$ cat src/rtl/mac_dot_seq_ctrl_if.sv
// Bus bundle between the dot-product sequencer and its environment:
// command/handshake, the two sync-read memories, the MAC unit and the
// result handshake. "master" is the sequencer side, "slave" is the side
// that owns the memories, the MAC and the command/result endpoints.
interface mac_dot_seq_ctrl_if #(
  parameter int ADDR_W = 12,
  parameter int LEN_W  = 10
);
  // command
  logic              start;
  logic [LEN_W-1:0]  len;
  logic [ADDR_W-1:0] data_base;
  logic [ADDR_W-1:0] weight_base;
  logic              abort;
  logic              busy;
  // memories
  logic              data_rd;
  logic [ADDR_W-1:0] data_addr;
  logic [7:0]        data_rdata;
  logic              weight_rd;
  logic [ADDR_W-1:0] weight_addr;
  logic [7:0]        weight_rdata;
  // MAC unit
  logic [7:0]        mac_data;
  logic [7:0]        mac_weight;
  logic              mac_enable;
  logic              mac_clear;
  logic [31:0]       mac_acc;
  // result
  logic [31:0]       result_data;
  logic              result_valid;
  logic              result_ready;

  modport master (
    input  start, len, data_base, weight_base, abort,
    output busy,
    output data_rd, data_addr, weight_rd, weight_addr,
    input  data_rdata, weight_rdata,
    output mac_data, mac_weight, mac_enable, mac_clear,
    input  mac_acc,
    output result_data, result_valid,
    input  result_ready
  );

  modport slave (
    output start, len, data_base, weight_base, abort,
    input  busy,
    input  data_rd, data_addr, weight_rd, weight_addr,
    output data_rdata, weight_rdata,
    input  mac_data, mac_weight, mac_enable, mac_clear,
    output mac_acc,
    input  result_data, result_valid,
    output result_ready
  );
endinterface

$ cat src/rtl/mac_dot_seq_ctrl.sv
// Dot-product sequencer for one uint8 x uint8 -> int32 MAC unit.
// A start command streams len (data, weight) byte pairs from two
// sync-read memories into the MAC, then hands the accumulated 32-bit
// result to the consumer over a valid/ready handshake.
module mac_dot_seq_ctrl #(
  parameter int ADDR_W = 12,
  parameter int LEN_W  = 10
) (
  input  logic                 clock,
  input  logic                 reset,   // asynchronous, active low
  mac_dot_seq_ctrl_if.master   bus
);

  typedef enum logic [2:0] {
    S_IDLE,
    S_CLEAR,
    S_RUN,
    S_WAIT,
    S_DONE
  } state_t;

  state_t            state, state_nxt;
  logic [LEN_W-1:0]  len_q;
  logic [LEN_W-1:0]  issue_cnt;   // next element offset to read
  logic [LEN_W-1:0]  en_cnt;      // enable cycles already spent in RUN
  logic [ADDR_W-1:0] data_base_q;
  logic [ADDR_W-1:0] weight_base_q;
  logic [31:0]       result_q;
  logic              rd;
  logic [LEN_W-1:0]  offset;
  logic              accept;

  // A command is taken only from IDLE; abort on the same cycle wins.
  assign accept = (state == S_IDLE) && bus.start && !bus.abort;

  // State register.
  // NOTE: sequential state uses non-blocking assignments so every flop
  // samples the pre-edge values, regardless of block ordering.
  always_ff @(posedge clock or negedge reset) begin
    if (!reset) state <= S_IDLE;
    else        state <= state_nxt;
  end

  // Next-state logic.
  // NOTE: the default at the top of a combinational block guarantees every
  // path assigns the variable, so no latch is inferred.
  always_comb begin
    state_nxt = state;
    unique case (state)
      S_IDLE:  if (accept) state_nxt = (bus.len == '0) ? S_DONE : S_CLEAR;
      S_CLEAR: state_nxt = bus.abort ? S_IDLE : S_RUN;
      S_RUN: begin
        if (bus.abort)                           state_nxt = S_IDLE;
        else if (en_cnt == len_q - LEN_W'(1))    state_nxt = S_WAIT;
      end
      S_WAIT:  state_nxt = bus.abort ? S_IDLE : S_DONE;
      S_DONE:  if (bus.result_ready) state_nxt = S_IDLE;
      default: state_nxt = S_IDLE;
    endcase
  end

  // Memory read strobe and element offset: element 0 in CLEAR, the rest
  // in RUN while elements remain to be issued.
  always_comb begin
    rd     = 1'b0;
    offset = '0;
    unique case (state)
      S_CLEAR: rd = 1'b1;
      S_RUN: begin
        rd     = (issue_cnt < len_q);
        offset = issue_cnt;
      end
      default: ;
    endcase
  end

  // Command latch, issue/enable counters and result capture.
  always_ff @(posedge clock or negedge reset) begin
    if (!reset) begin
      len_q         <= '0;
      data_base_q   <= '0;
      weight_base_q <= '0;
      issue_cnt     <= '0;
      en_cnt        <= '0;
      result_q      <= '0;
    end else begin
      unique case (state)
        S_IDLE: begin
          if (accept) begin
            len_q         <= bus.len;
            data_base_q   <= bus.data_base;
            weight_base_q <= bus.weight_base;
            // Element 0 is read in CLEAR, so RUN continues from offset 1.
            issue_cnt     <= LEN_W'(1);
            en_cnt        <= '0;
            if (bus.len == '0) result_q <= '0;
          end
        end
        S_RUN: begin
          if (rd) issue_cnt <= issue_cnt + LEN_W'(1);
          en_cnt <= en_cnt + LEN_W'(1);
        end
        // The MAC accumulator is registered: the last enabled sample has
        // landed by the time WAIT is active.
        S_WAIT: if (!bus.abort) result_q <= bus.mac_acc;
        default: ;
      endcase
    end
  end

  // Addresses are driven only while reading and wrap modulo 2**ADDR_W.
  assign bus.data_rd      = rd;
  assign bus.weight_rd    = rd;
  assign bus.data_addr    = rd ? data_base_q   + ADDR_W'(offset) : '0;
  assign bus.weight_addr  = rd ? weight_base_q + ADDR_W'(offset) : '0;

  assign bus.mac_data     = bus.data_rdata;
  assign bus.mac_weight   = bus.weight_rdata;
  assign bus.mac_enable   = (state == S_RUN);
  assign bus.mac_clear    = (state == S_CLEAR);

  assign bus.busy         = (state != S_IDLE);
  assign bus.result_valid = (state == S_DONE);
  assign bus.result_data  = result_q;

endmodule
$ cat src/flat_wrapper.sv
// flat-port wrapper written by rule: the top's interface ports become plain ports
module mac_dot_seq_ctrl_flat 
#(
  parameter int ADDR_W = 12,
  parameter int LEN_W  = 10
)
  (clock, reset, bus_start, bus_len, bus_data_base, bus_weight_base, bus_abort, bus_busy, bus_data_rd, bus_data_addr, bus_weight_rd, bus_weight_addr, bus_data_rdata, bus_weight_rdata, bus_mac_data, bus_mac_weight, bus_mac_enable, bus_mac_clear, bus_mac_acc, bus_result_data, bus_result_valid, bus_result_ready);
  mac_dot_seq_ctrl_if #(.ADDR_W(ADDR_W), .LEN_W(LEN_W)) bus_i ();
  input  logic clock;
  input  logic reset;
  input wire logic [$bits(bus_i.start)-1:0] bus_start;
  input wire logic [$bits(bus_i.len)-1:0] bus_len;
  input wire logic [$bits(bus_i.data_base)-1:0] bus_data_base;
  input wire logic [$bits(bus_i.weight_base)-1:0] bus_weight_base;
  input wire logic [$bits(bus_i.abort)-1:0] bus_abort;
  output wire logic [$bits(bus_i.busy)-1:0] bus_busy;
  output wire logic [$bits(bus_i.data_rd)-1:0] bus_data_rd;
  output wire logic [$bits(bus_i.data_addr)-1:0] bus_data_addr;
  output wire logic [$bits(bus_i.weight_rd)-1:0] bus_weight_rd;
  output wire logic [$bits(bus_i.weight_addr)-1:0] bus_weight_addr;
  input wire logic [$bits(bus_i.data_rdata)-1:0] bus_data_rdata;
  input wire logic [$bits(bus_i.weight_rdata)-1:0] bus_weight_rdata;
  output wire logic [$bits(bus_i.mac_data)-1:0] bus_mac_data;
  output wire logic [$bits(bus_i.mac_weight)-1:0] bus_mac_weight;
  output wire logic [$bits(bus_i.mac_enable)-1:0] bus_mac_enable;
  output wire logic [$bits(bus_i.mac_clear)-1:0] bus_mac_clear;
  input wire logic [$bits(bus_i.mac_acc)-1:0] bus_mac_acc;
  output wire logic [$bits(bus_i.result_data)-1:0] bus_result_data;
  output wire logic [$bits(bus_i.result_valid)-1:0] bus_result_valid;
  input wire logic [$bits(bus_i.result_ready)-1:0] bus_result_ready;
  assign bus_i.start = bus_start;
  assign bus_i.len = bus_len;
  assign bus_i.data_base = bus_data_base;
  assign bus_i.weight_base = bus_weight_base;
  assign bus_i.abort = bus_abort;
  assign bus_busy = bus_i.busy;
  assign bus_data_rd = bus_i.data_rd;
  assign bus_data_addr = bus_i.data_addr;
  assign bus_weight_rd = bus_i.weight_rd;
  assign bus_weight_addr = bus_i.weight_addr;
  assign bus_i.data_rdata = bus_data_rdata;
  assign bus_i.weight_rdata = bus_weight_rdata;
  assign bus_mac_data = bus_i.mac_data;
  assign bus_mac_weight = bus_i.mac_weight;
  assign bus_mac_enable = bus_i.mac_enable;
  assign bus_mac_clear = bus_i.mac_clear;
  assign bus_i.mac_acc = bus_mac_acc;
  assign bus_result_data = bus_i.result_data;
  assign bus_result_valid = bus_i.result_valid;
  assign bus_i.result_ready = bus_result_ready;
  mac_dot_seq_ctrl #(.ADDR_W(ADDR_W), .LEN_W(LEN_W)) u_core (.clock(clock), .reset(reset), .bus(bus_i));
endmodule
$ cat config.mk
export PLATFORM = sky130hd
export DESIGN_NAME = mac_dot_seq_ctrl_flat
export DESIGN_NICKNAME = d
export VERILOG_FILES = /design/src/rtl/mac_dot_seq_ctrl_if.sv /design/src/rtl/mac_dot_seq_ctrl.sv /design/src/flat_wrapper.sv
export SDC_FILE = /design/constraint.sdc
export NUM_CORES = 1
export LEC_CHECK = 0
export ABC_AREA = 1
export CAP_MARGIN = 20
export CORE_MARGIN = 4
export CORE_UTILIZATION = 41
export CTS_CLUSTER_SIZE = 25
export DETAILED_ROUTE_END_ITERATION = 10
export PLACE_DENSITY = 0.72
export SETUP_SLACK_MARGIN = 0.1
export SLEW_MARGIN = 20
export SYNTH_ARGS = -nofsm -noshare
export SYNTH_HDL_FRONTEND = slang
export SYNTH_SLANG_ARGS = --single-unit
export TNS_END_PERCENT = 30
$ cat constraint.sdc
create_clock -name clock -period 4.8 [get_ports clock]
set_input_delay 0.72 -clock clock [delete_from_list [all_inputs] [get_ports clock]]
set_output_delay 0.72 -clock clock [all_outputs]
set_load 0.01 [all_outputs]
==> results of run 1 <==
## layout make-up
type / instances / area share (%)
clock buffer: 10 / 3.045
clock inverter: 6 / 1.032
inverter: 96 / 4.792
multi-input combinational: 616 / 40.58
sequential: 89 / 29.62
tap: 180 / 2.995
timing repair buffer: 136 / 17.94
## state kept, by name (all words and copies together), names as in the netlist
signal                  cells
u_core.bus.result_data     32
u_core.data_base_q         12
u_core.en_cnt              10
u_core.issue_cnt           10
u_core.len_q               10
u_core.state                3
u_core.weight_base_q       12
## worst min-delay path by stage
stage / start / endpoint / slack (ns) / cells after the start
floorplan: reset / u_core.bus.result_data[0] / 0.42 / 0
global placement: u_core.en_cnt[9] / u_core.en_cnt[9] / 0.46 / 1
detailed placement: u_core.en_cnt[9] / u_core.en_cnt[9] / 0.46 / 1
CTS: reset / u_core.data_base_q[8] / 0.42 / 1
global route: reset / u_core.data_base_q[8] / 0.46 / 1
finish: reset / u_core.data_base_q[8] / 0.40 / 1
## cells in the mapped netlist (all sizes together) (3+ instances only)
cell type and instances:
o21ai 35, nor2 92, nand3 67, nor3 6
nor4 4, nand2 297, ha 28, buf 29
o21bai 6, nand4 19, xnor2 4, xor2 12
a21oi 28, dfrtp 89, a21o 3, inv 96
clkbuf 12
## kinds of logic after synthesis
group                      Yosys count  share of synthesized area (%)
AOI/OAI and AO/OA                   81                          7.877
xor gates and xnor gates            16                          2.384
adders and majority gates           30                          6.643
buffers and inverters              137                          10.28
DFF                                 89                          37.90
muxes                                1                         0.1703
and+or+nand+nor                    488                          34.75
## power groups by stage
stage          Combinational [uW]  Sequential [uW]  Clock, uW
2_1_floorplan                1110             1160          0
3_3_place_gp                 1740             1190          0
4_1_cts                      1770             1190        748
5_1_grt                      1990             1220        769
3_5_place_dp                 1750             1190          0
6_report                     1750             1190        733
## cell usage in the layout (no fill, tap or decap), types with 6 or more instances in the layout
cell type,count
a21oi_1,28
clkdlybuf4s50_1,131
o21bai_1,6
o21ai_0,34
nand4_1,19
clkbuf_16,9
xor2_1,12
nor2_1,91
nand2_1,292
dfrtp_1,89
inv_1,91
ha_1,28
nand3_1,66
## stage by stage
stage / total power (uW) / hold WS (ns) / instances / utilization [%]
after floorplan: 2269 / 0.4244 / 842 / -
after global placement: 2929 / 0.4561 / 1117 / 51.76
after detailed placement: 2948 / 0.4574 / 1117 / 51.76
after CTS: 3701 / 0.4165 / 1133 / 53.96
after global routing: 3978 / 0.4563 / 1133 / 53.96
final: 3676 / 0.4020 / 1133 / 53.96
## routing by layer
metal  wire length (um)  vias to the layer above
li1                   -                     2873
met1               7089                     2516
met2               7443                      158
met3               1022                       24
met4                391                        0
met5                  0                        -
==> results.sh, run 1 <==
export IMPL_outcome="complete, no violations"
export IMPL_place_ws_ns=0.9610
export IMPL_gp_congestion=0.9323
export IMPL_worstPathCellList="nor2_4, nand2_1, nor2_1, ha_1, a21o_1, nand2_1, nand2_1, a21oi_1, o21ai_0, nand2_1, nand2_1, nor2_1, clkdlybuf4s50_1"
export IMPL_cts_sinks=89
export IMPL_cpMostUsedCell="nand2_1"
export IMPL_crit_fanout=11
export IMPL_root_buffer="clkbuf_16"
export IMPL_rsz0062_at_grt="no"
export IMPL_regArea_um2=2227
export IMPL_cts_setup_buffers=0
export IMPL_finalSetupTns_ns=0
export IMPL_reg2regPathDepth=10
export IMPL_synth_seq_area_share_pct=37.90
export IMPL_cellPowerDensity_nw_per_um2=488.8
export IMPL_slowest_delay_ns=0.55
export IMPL_numCtsBuffers=9
export IMPL_io_pin_count=165
export IMPL_p_comb_share_pct=47.7
export IMPL_synth_top_area_share_pct=37.90
export IMPL_drt_vias_per_instance=4.917
export IMPL_syn_inst=842
export IMPL_ys_flop_type="dfrtp_1"
export IMPL_p_sw_uw=1545
export IMPL_fin_crit_sh_pct=87.61
export IMPL_crit_slowest_cell="clkdlybuf4s50_1"
export IMPL_grt_remaining_overflow=0
export IMPL_synth_edff_count=0
export IMPL_antenna_left=0
export IMPL_drc_errors=0
export IMPL_fmaxAchievable_mhz=237.8
export IMPL_clk_latency_ns=0.35
export IMPL_met2_usage_pct=32.78
export IMPL_fp_row_count=43
export IMPL_critPathLaunchType="flip-flop"
export IMPL_ctsHoldBuffers=0
export IMPL_worstReg2RegEnd="u_core.bus.result_data[14]"
export IMPL_ir_worst_vdd_uv=194.4
export IMPL_cp_num_cells=13
export IMPL_period_minus_slack_ns=4.205
export IMPL_ys_seq_elements=89
export IMPL_synth_area_um2=5877
export IMPL_cts_tree="built"
export IMPL_hold_viol=0
export IMPL_path_buf_inv=1
export IMPL_hpwlAfterDp_mm=11.82
export IMPL_fill_cells=1305
export IMPL_synth_warnings=0
export IMPL_met3_usage_pct=4.750
export IMPL_die_y_um=127.7
export IMPL_intPower_uw=2130
export IMPL_die_w_um=127.7
export IMPL_r2r_slack_ns=2.30
export IMPL_antenna_found_initial=0
export IMPL_core_area_um2=13930
export IMPL_synthToLayoutAreaGrowth_pct=27.95
export IMPL_grt_pass1_wl_mm=26.48
export IMPL_endpoint="bus_data_addr[7]"
export IMPL_cts_resized=0
export IMPL_clk_pin_slew_ns=0.07
export IMPL_worst_pin_slew_ns=0.6615
export IMPL_avgSynthCellArea_um2=6.980
export IMPL_layout_setup_ws_ns=0.5948
export IMPL_routed_wl_mm=15.95
export IMPL_holdCritPathClass="input port to asynchronous set/reset pin"
export IMPL_async_reset_ff_share_pct=100.0
export IMPL_grt_max_degree=50
export IMPL_portBuffers=132
export IMPL_p_seq_share_pct=32.4
export IMPL_placed_area_um2=7213
export IMPL_antenna_cells=0
export IMPL_power_share_clock_pct=19.9
export IMPL_synth_nets=959
export IMPL_num_vias=5571
export IMPL_swShare_pct=42.04
export IMPL_dieArea_um2=16310
export IMPL_maxSlewViolCount=0
export IMPL_crit_required_ns=4.08
export IMPL_yosysUniqueCellTypes=36
export IMPL_cts_htree_levels=3
export IMPL_finalSetupViolations=0
export IMPL_crit_arrival_ns=3.49
export IMPL_reg2reg_from="u_core.state[2]"
export IMPL_fin_nets=1065
export IMPL_clock_path_buffers=2
export IMPL_grt_pass1_vias=5391
export IMPL_crit_path_end_kind="output port"
export IMPL_firstDrtPassIters=6
export IMPL_use_met1_pct=25.96
export IMPL_crit_family="simple AND/OR/NAND/NOR gates"
export IMPL_synth_area_leaders="dfrtp_1 38%, nand2_1 19%, ha_1 6.0%"
export IMPL_top_usage_layer="met2"
export IMPL_power_leakage_uw=0.003868
export IMPL_start_util_pct=42.17
export IMPL_multi_input_area_um2=3052
export IMPL_finalClockSkew_ns=0.007003
export IMPL_track_usage_pct=20.07
export IMPL_drive_gt1_share_pct=3.568
export IMPL_critPathKind="flip-flop to output port"
export IMPL_stdcell_area_um2=7520
export IMPL_yosysTopAreaCell="dfrtp_1"
export IMPL_slew_headroom_pct=55.90
export IMPL_cap_violations=0
export IMPL_drtIter0Drc=286
export IMPL_startpoint="u_core.state[2]"
export IMPL_wire_per_inst_um=14.07
No activity file was read; power rests on OpenSTA's default activity.
==> run 2: changes to the inputs <==
- MAX_ROUTING_LAYER: not set -> met4
==> run 2 against run 1 <==
Die area unchanged. Register-to-register slack improved by 0.03 ns. Total power about the same. Cell count unchanged. Wire length decreased by 0.38%. Utilization unchanged.
==> results.sh, run 2 (synthesis results as in run 1) <==
export IMPL_fp_row_count=43
export IMPL_worst_pin_slew_ns=0.6562
export IMPL_clk_pin_slew_ns=0.07
export IMPL_dpl_cell_count=1117
export IMPL_use_met1_pct=26.62
export IMPL_num_vias=5556
export IMPL_holdCritPathClass="input port to asynchronous set/reset pin"
export IMPL_cts_resized=0
export IMPL_slew_headroom_pct=56.25
export IMPL_outcome="complete, no violations"
export IMPL_ctsHoldBuffers=0
export IMPL_met3_usage_pct=3.667
export IMPL_met2_usage_pct=32.75
export IMPL_critPathLaunchType="flip-flop"
export IMPL_drc_errors=0
export IMPL_reg2reg_from="u_core.state[2]"
export IMPL_maxSlewViolCount=0
export IMPL_crit_arrival_ns=3.48
export IMPL_grt_max_degree=50
export IMPL_rsz0062_at_grt="no"
export IMPL_startpoint="u_core.state[2]"
export IMPL_power_leakage_uw=0.003868
export IMPL_antenna_cells=0
export IMPL_finalClockSkew_ns=0.006946
export IMPL_period_minus_slack_ns=4.205
export IMPL_numCtsBuffers=9
export IMPL_die_y_um=127.7
export IMPL_cap_violations=0
export IMPL_placed_area_um2=7213
export IMPL_critPathKind="flip-flop to output port"
export IMPL_crit_fanout=11
export IMPL_regArea_um2=2227
export IMPL_fin_crit_sh_pct=87.59
export IMPL_start_util_pct=42.17
export IMPL_ir_worst_vdd_uv=195.1
export IMPL_grt_remaining_overflow=0
export IMPL_cts_htree_levels=3
export IMPL_antenna_left=0
export IMPL_fmaxAchievable_mhz=237.8
export IMPL_die_w_um=127.7
export IMPL_cts_setup_buffers=0
export IMPL_cts_sinks=89
export IMPL_crit_path_end_kind="output port"
export IMPL_fill_cells=1305
export IMPL_root_buffer="clkbuf_16"
export IMPL_cellPowerDensity_nw_per_um2=488.3
export IMPL_final_cell_mix="292 x nand2_1, 131 x clkdlybuf4s50_1, 91 x inv_1, 91 x nor2_1, 89 x dfrtp_1"
export IMPL_dieArea_um2=16310
export IMPL_io_pin_count=165
export IMPL_clk_latency_ns=0.35
export IMPL_grt_pass1_wl_mm=26.38
export IMPL_drtIter0Drc=313
export IMPL_cts_tree="built"
export IMPL_firstDrtPassIters=5
export IMPL_largest_reg_flops=32
export IMPL_crit_required_ns=4.08
export IMPL_grt_pass1_vias=5407
export IMPL_antenna_found_initial=0
export IMPL_layout_setup_ws_ns=0.5955
export IMPL_gp_congestion=0.9490
export IMPL_multi_input_area_um2=3052
export IMPL_power_uw=3672
export IMPL_final_common_cell="nand2_1"
export IMPL_clock_path_buffers=2
export IMPL_track_usage_pct=20.64
export IMPL_finalSetupViolations=0
export IMPL_synthToLayoutAreaGrowth_pct=27.95
export IMPL_drt_vias_per_instance=4.904
export IMPL_wire_per_inst_um=14.02
export IMPL_fin_nets=1065
export IMPL_routed_wl_mm=15.89
export IMPL_stdcell_area_um2=7520
export IMPL_portBuffers=132
export IMPL_layout_cells_non_filler=1133
export IMPL_hpwlAfterDp_mm=11.82
export IMPL_place_ws_ns=0.9610
export IMPL_finalSetupTns_ns=0
export IMPL_top_usage_layer="met2"
export IMPL_drive_gt1_share_pct=3.568
export IMPL_hold_viol=0
export IMPL_core_area_um2=13930
## run 2: cell counts in the layout (fill, tap and decap cells not counted)
No cell type changed its count.
## run 2: metrics by stage
step,utilization (%),hold slack (ns)
detailed placement,51.76,0.4574
finish,53.96,0.3990
floorplan,-,0.4244
global route,53.96,0.4563
CTS,53.96,0.4165
global placement,51.76,0.4561
## run 2: per-layer routing
metal,up-vias,share of wire [%]
li1,2870,-
met1,2508,45
met2,155,47
met3,23,5.2
met4,0,2.4
met5,-,0
## run 2: worst paths after layout
check | endpoint | slack [ns] | depth (start not counted)
max | bus_weight_addr[7] | 0.60 | 13
min | u_core.data_base_q[8] | 0.40 | 1
max reg2reg | u_core.bus.result_data[14] | 2.33 | 10
max in group asynchronous | u_core.bus.result_data[13] | 3.41 | 2
min in group clock | u_core.en_cnt[9] | 0.47 | 1
min reg2reg | u_core.en_cnt[9] | 0.47 | 1
## run 2: cell type report
| cell class | count | area share (%) |
|---|---|---|
| multi-input combinational | 616 | 40.58 |
| timing repair buffer | 136 | 17.94 |
| clock buffer | 10 | 3.045 |
| clock inverter | 6 | 1.032 |
| inverter | 96 | 4.792 |
| sequential | 89 | 29.62 |
| tap | 180 | 2.995 |
## run 2: worst max-delay path: stages, from the launching register on
cell	delay [ns]
dfrtp_1	0.46
nor2_4	0.20
nand2_1	0.25
nor2_1	0.42
ha_1	0.33
a21o_1	0.16
nand2_1	0.06
nand2_1	0.09
a21oi_1	0.25
o21ai_0	0.15
nand2_1	0.08
nand2_1	0.04
nor2_1	0.09
clkdlybuf4s50_1	0.55
## run 2: where the power goes
| part | internal, uW | switching [uW] | total (uW) |
|---|---|---|---|
| registers | 979 | 209 | 1190 |
| clock network | 411 | 321 | 732 |
| logic | 740 | 1010 | 1750 |
| total | 2130 | 1540 | 3670 |
==> RTL edit 1: new RTL, settings of run 2 <==
`LEN_W` is set to 10 in 3 places; all go to 9.
--- a/src/rtl/mac_dot_seq_ctrl_if.sv
+++ b/src/rtl/mac_dot_seq_ctrl_if.sv
@@ -4,7 +4,7 @@
 // that owns the memories, the MAC and the command/result endpoints.
 interface mac_dot_seq_ctrl_if #(
   parameter int ADDR_W = 12,
-  parameter int LEN_W  = 10
+  parameter int LEN_W  = 9
 );
   // command
   logic              start;
--- a/src/rtl/mac_dot_seq_ctrl.sv
+++ b/src/rtl/mac_dot_seq_ctrl.sv
@@ -4,7 +4,7 @@
 // result to the consumer over a valid/ready handshake.
 module mac_dot_seq_ctrl #(
   parameter int ADDR_W = 12,
-  parameter int LEN_W  = 10
+  parameter int LEN_W  = 9
 ) (
   input  logic                 clock,
   input  logic                 reset,   // asynchronous, active low
--- a/src/flat_wrapper.sv
+++ b/src/flat_wrapper.sv
@@ -2,7 +2,7 @@
 module mac_dot_seq_ctrl_flat 
 #(
   parameter int ADDR_W = 12,
-  parameter int LEN_W  = 10
+  parameter int LEN_W  = 9
 )
   (clock, reset, bus_start, bus_len, bus_data_base, bus_weight_base, bus_abort, bus_busy, bus_data_rd, bus_data_addr, bus_weight_rd, bus_weight_addr, bus_data_rdata, bus_weight_rdata, bus_mac_data, bus_mac_weight, bus_mac_enable, bus_mac_clear, bus_mac_acc, bus_result_data, bus_result_valid, bus_result_ready);
   mac_dot_seq_ctrl_if #(.ADDR_W(ADDR_W), .LEN_W(LEN_W)) bus_i ();
Interface: changed (resized bus_len); port bits go from 165 to 164. The function was not compared with the original's and may differ.
==> RTL edit 1 against run 2 <==
Critical path depth down 1. Sequential cell count fell by 3. Combinational power is 7% lower. Design area shrank 4.8%. Routed wire length is 8.0% lower. Setup slack worse by 0.015 ns. Sequential power fell by 4%. Count of clock-buffer cells in the layout fell by 1. Largest cell class unchanged. Area after synthesis decreased by 5.5%. Utilization grew 0.11 points. Total power down 6.5%.
==> RTL edit 1: results (changes against run 2) <==
- Share of cells above drive strength 1: 0.0413 (+0.00562)
- Post-CTS setup buffer count: 0 (unchanged)
- R2r setup slk: 2.14 ns (-0.19 ns)
- Setup crit start: u_core.state[2]$_DFFE_PN0P_
- Placed Area: 0.00689 sq mm (-4.5%)
- CTS max path bufs: 2 (unchanged)
- Reg clk slew, reported paths: 0.07 ns (about the same)
- Worst-Margin Slew: 0.658 ns (+0.00228 ns)
- Ant diodes: 0 (unchanged)
- CTS H-Tree Depth: 3 (unchanged)
- Total CTS buffers: 9 (unchanged)
- Nets: 1005 (-5.6%)
- Top post-synthesis cells by area: dfrtp_1 (39%), nand2_1 (18%), nand3_1 (6.7%)
- Max Clock Skew: 0.00501 ns (-0.00193 ns)
- Worst vdd ir: 0.000276 V (+41%)
- Placed Instances: 1057 (-5.4%)
- Global placement routability congestion: 0.889 (-6.3%)
- Critical path fanouts, max: 22 (+11)
- Crit path to: bus_data_addr[5]
- Fillers: 1289 (-1.2%)
- FF-to-FF path depth: 11 (+1)
- Worst hold-check path type: in2async
- Seq/Total Area, Yosys: 0.387 (+0.00851)
- Tot GR Track Use: 0.194 (-0.0126)
- Largest net degree at the start of global routing: 46 (-8.0%)
- Pre-CTS setup slack: 0.981 ns (+0.0196 ns)
- Commonest cells post-synth: nand2_1 (264), dfrtp_1 (86), nor2_1 (82)
- Status: completed
- Critical path arrival: 3.50 ns (+0.02 ns)
- Post-Synthesis Net Count: 899 (-6.3%)
- Drt first pass iters: 5 (unchanged)
- Post-DP HPWL: 11.0 mm (-7.1%)
- Worst Slack Setup Final: 0.581 ns (-0.0145 ns)
- R2r endpoint: u_core.bus.result_data[13]$_DFFE_PN0P_
- First-pass GRT wire length: 24.2 mm (-8.3%)
- First DRT Iteration DRCs: 263 (-16%)
- Syn Inst Count: 786 (-6.7%)
- Launch point of the worst reg-to-reg path: u_core.state[1]$_DFFE_PN0P_
- Vias: 5223 (-6.0%)
- Wire length per cell: 13.6 um (-2.7%)
- Ys flop type: dfrtp_1
- Initial antenna violation count: 0 (unchanged)
- Vias in the first global route: 4898 (-9.4%)
- Yosys warns: 0 (unchanged)
- Total leakage power: 0.00362 uW (-6.3%)
- CTS root buffer: clkbuf_16
- Count of cells resized by post-cts repair: 0 (unchanged)
- I/O Buffers: 131 (-0.76%)
- Synth unique cells: 38 (+5.6%)
- Ys async rst share: 1.00 (unchanged)
- Final WL: 14.6 mm (-8.0%)
- Clk_lat worst skew: 0.35 ns (about the same)
- Max reg flops: 32 (unchanged)
- Worst Hold Margin: 0.391 ns (-0.00846 ns)
## RTL edit 1: power breakdown
part	leakage (uW)	switching [uW]	internal, uW	total, uW
Sequential	0.00114	213	931	1140
Clock	0.000128	313	352	664
Combinational	0.00236	923	705	1630
## RTL edit 1: logic make-up after synthesis
family | after synthesis | synth area share
xor+xnor | 13 | 0.0230
simple gates | 452 | 0.343
mux | 1 | 0.00180
compound gates | 83 | 0.0825
buf+inv | 124 | 0.0989
fa+ha+maj | 27 | 0.0635
flops | 86 | 0.387
## RTL edit 1: metal layers
metal | track usage | routed length (um) | up-vias
met3 | 0.0459 | 681 | 20
met2 | 0.308 | 6960 | 110
li1 | - | - | 2709
met4 | 0.0413 | 177 | 0
met5 | - | 0 | -
met1 | 0.254 | 6800 | 2384
## RTL edit 1: metrics by stage
step / util / power, uW
6_report: 0.541 / 3430
5_1_grt: 0.541 / 3730
4_1_cts: 0.541 / 3470
3_5_place_dp: 0.520 / 2790
3_3_place_gp: 0.520 / 2770
2_1_floorplan: - / 2170
## RTL edit 1: area by class of cell
type                            instances  area [sq um]  area share
Sequential cell                        86          2150       0.301
Clock inverter                          6          46.3     0.00647
Timing Repair Buffer                  136          1350       0.188
Multi-Input combinational cell        576          2860       0.399
Clock buffer                            9           225      0.0315
Tap cell                              176           220      0.0308
Inverter                               83           312      0.0435
## RTL edit 1: critical path, stage by stage, from the launching register on
cell and delay, ns:
dfrtp_1 0.48, nor2_8 0.19, nand2_2 0.28, nor2_1 0.47, ha_1 0.34, nand2_1 0.07
inv_1 0.03, o21ai_0 0.13, nand2_1 0.14, a21boi_0 0.26, o21ai_1 0.09, a21oi_1 0.12
clkdlybuf4s50_1 0.56
==> RTL edit 2: new RTL, config.mk and constraints of run 2 <==
Without the edit above. Reset style: synchronous (`reset`), changed in 2 clocked blocks. Comments in the files are not updated.
--- a/src/rtl/mac_dot_seq_ctrl.sv
+++ b/src/rtl/mac_dot_seq_ctrl.sv
@@ -36,7 +36,7 @@
   // State register.
   // NOTE: sequential state uses non-blocking assignments so every flop
   // samples the pre-edge values, regardless of block ordering.
-  always_ff @(posedge clock or negedge reset) begin
+  always_ff @(posedge clock) begin
     if (!reset) state <= S_IDLE;
     else        state <= state_nxt;
   end
@@ -75,7 +75,7 @@
   end
 
   // Command latch, issue/enable counters and result capture.
-  always_ff @(posedge clock or negedge reset) begin
+  always_ff @(posedge clock) begin
     if (!reset) begin
       len_q         <= '0;
       data_base_q   <= '0;
Check against the original RTL: differs if reset is asserted again (counterexample within 4 cycles, from zero or initial values and one cycle with reset low); with reset held inactive, the same outputs for 10 cycles.
==> RTL edit 2 against run 2 <==
Design area is 7.2% lower. Setup slack worse by 0.11 ns. Area after synthesis is 7.3% lower. Routed wire length is 7.5% lower. Sequential cell count stayed put.
Power is not compared: it rests on default switching activity, and its combinational part moved more than twofold at a synthesized area within 25%.
==> RTL edit 2: results (changes against run 2) <==
- Post-Synthesis Net Count: 890 (-7.2%)
- Met3 Usage GRT: 0.0595 (+0.0228)
- Yosys warns: 0 (unchanged)
- Metal3 WL: 1.10 mm (+32%)
- Commonest cells post-synth: nor2_1 (150), nand2_1 (108), dfxtp_1 (89)
- Status: completed
- Synth unique cells: 41 (+14%)
- Wl on met1: 6.83 mm (-5.3%)
- Ys async rst share: 0 (-1.00)
- Global placement routability congestion: 0.917 (-3.4%)
- Placed Area: 0.00669 sq mm (-7.3%)
- Tot GR Track Use: 0.203 (-0.00317)
- Post-DP HPWL: 10.8 mm (-8.4%)
- First-pass GRT wire length: 23.7 mm (-10%)
- First DRT Iteration DRCs: 300 (-4.2%)
- Vias in the first global route: 4893 (-9.5%)
- Worst hold-check path type: reg2reg
- Post-Synth Adder-Cell Area: 0.0808 (+0.0144)
- Final WL: 14.7 mm (-7.5%)
- XOR/XNOR Fraction of Synth Area: 0.0273 (+0.00348)
- Nets: 991 (-6.9%)
- M2 GR Usage: 0.310 (-0.0176)
- Initial antenna violation count: 0 (unchanged)
- Drt first pass iters: 4 (-1)
- CP max stage cell: clkdlybuf4s50_1
- Worst-Margin Slew: 0.876 ns (+0.220 ns)
- Top post-synthesis cells by area: dfxtp_1 (33%), nor2_1 (10%), nand2_1 (7.4%)
- Detail Route met2 WL: 6.61 mm (-11%)
- Share of cells above drive strength 1: 0.0732 (+0.0375)
- Fillers: 1283 (-1.7%)
- Syn Area/Cell: 7.09 sq um (+1.5%)
- Pre-CTS setup slack: 0.795 ns (-0.166 ns)
- Seq/Total Area, Yosys: 0.327 (-0.0520)
- Vias per cell: 4.96 (+1.1%)
- Largest net degree at the start of global routing: 71 (+42%)
- Met1 usage: 0.261 (-0.00508)
==> RTL edit 2: area by class of cell <==
cell class                 count  area [sq um]  share of cell area
clock buffer                   9           225              0.0323
clock inverter                 6          61.3             0.00879
inverter                      66           254              0.0364
multi-input combinational    567          3090               0.442
sequential                    89          1780               0.255
tap                          172           215              0.0308
timing repair buffer         137          1350               0.194
==> RTL edit 2: final timing paths <==
kind | from | endpoint | slack [ns] | cells past startpoint
min | u_core.en_cnt[3]$_SDFFE_PN0P_ | u_core.en_cnt[3]$_SDFFE_PN0P_ | 0.49 | 2
max reg2reg | u_core.state[0]$_SDFFE_PN0P_ | u_core.bus.result_data[19]$_SDFFE_PN0P_ | 2.11 | 8
max | u_core.state[0]$_SDFFE_PN0P_ | bus_weight_addr[9] | 0.49 | 16
min reg2reg | u_core.en_cnt[3]$_SDFFE_PN0P_ | u_core.en_cnt[3]$_SDFFE_PN0P_ | 0.49 | 2
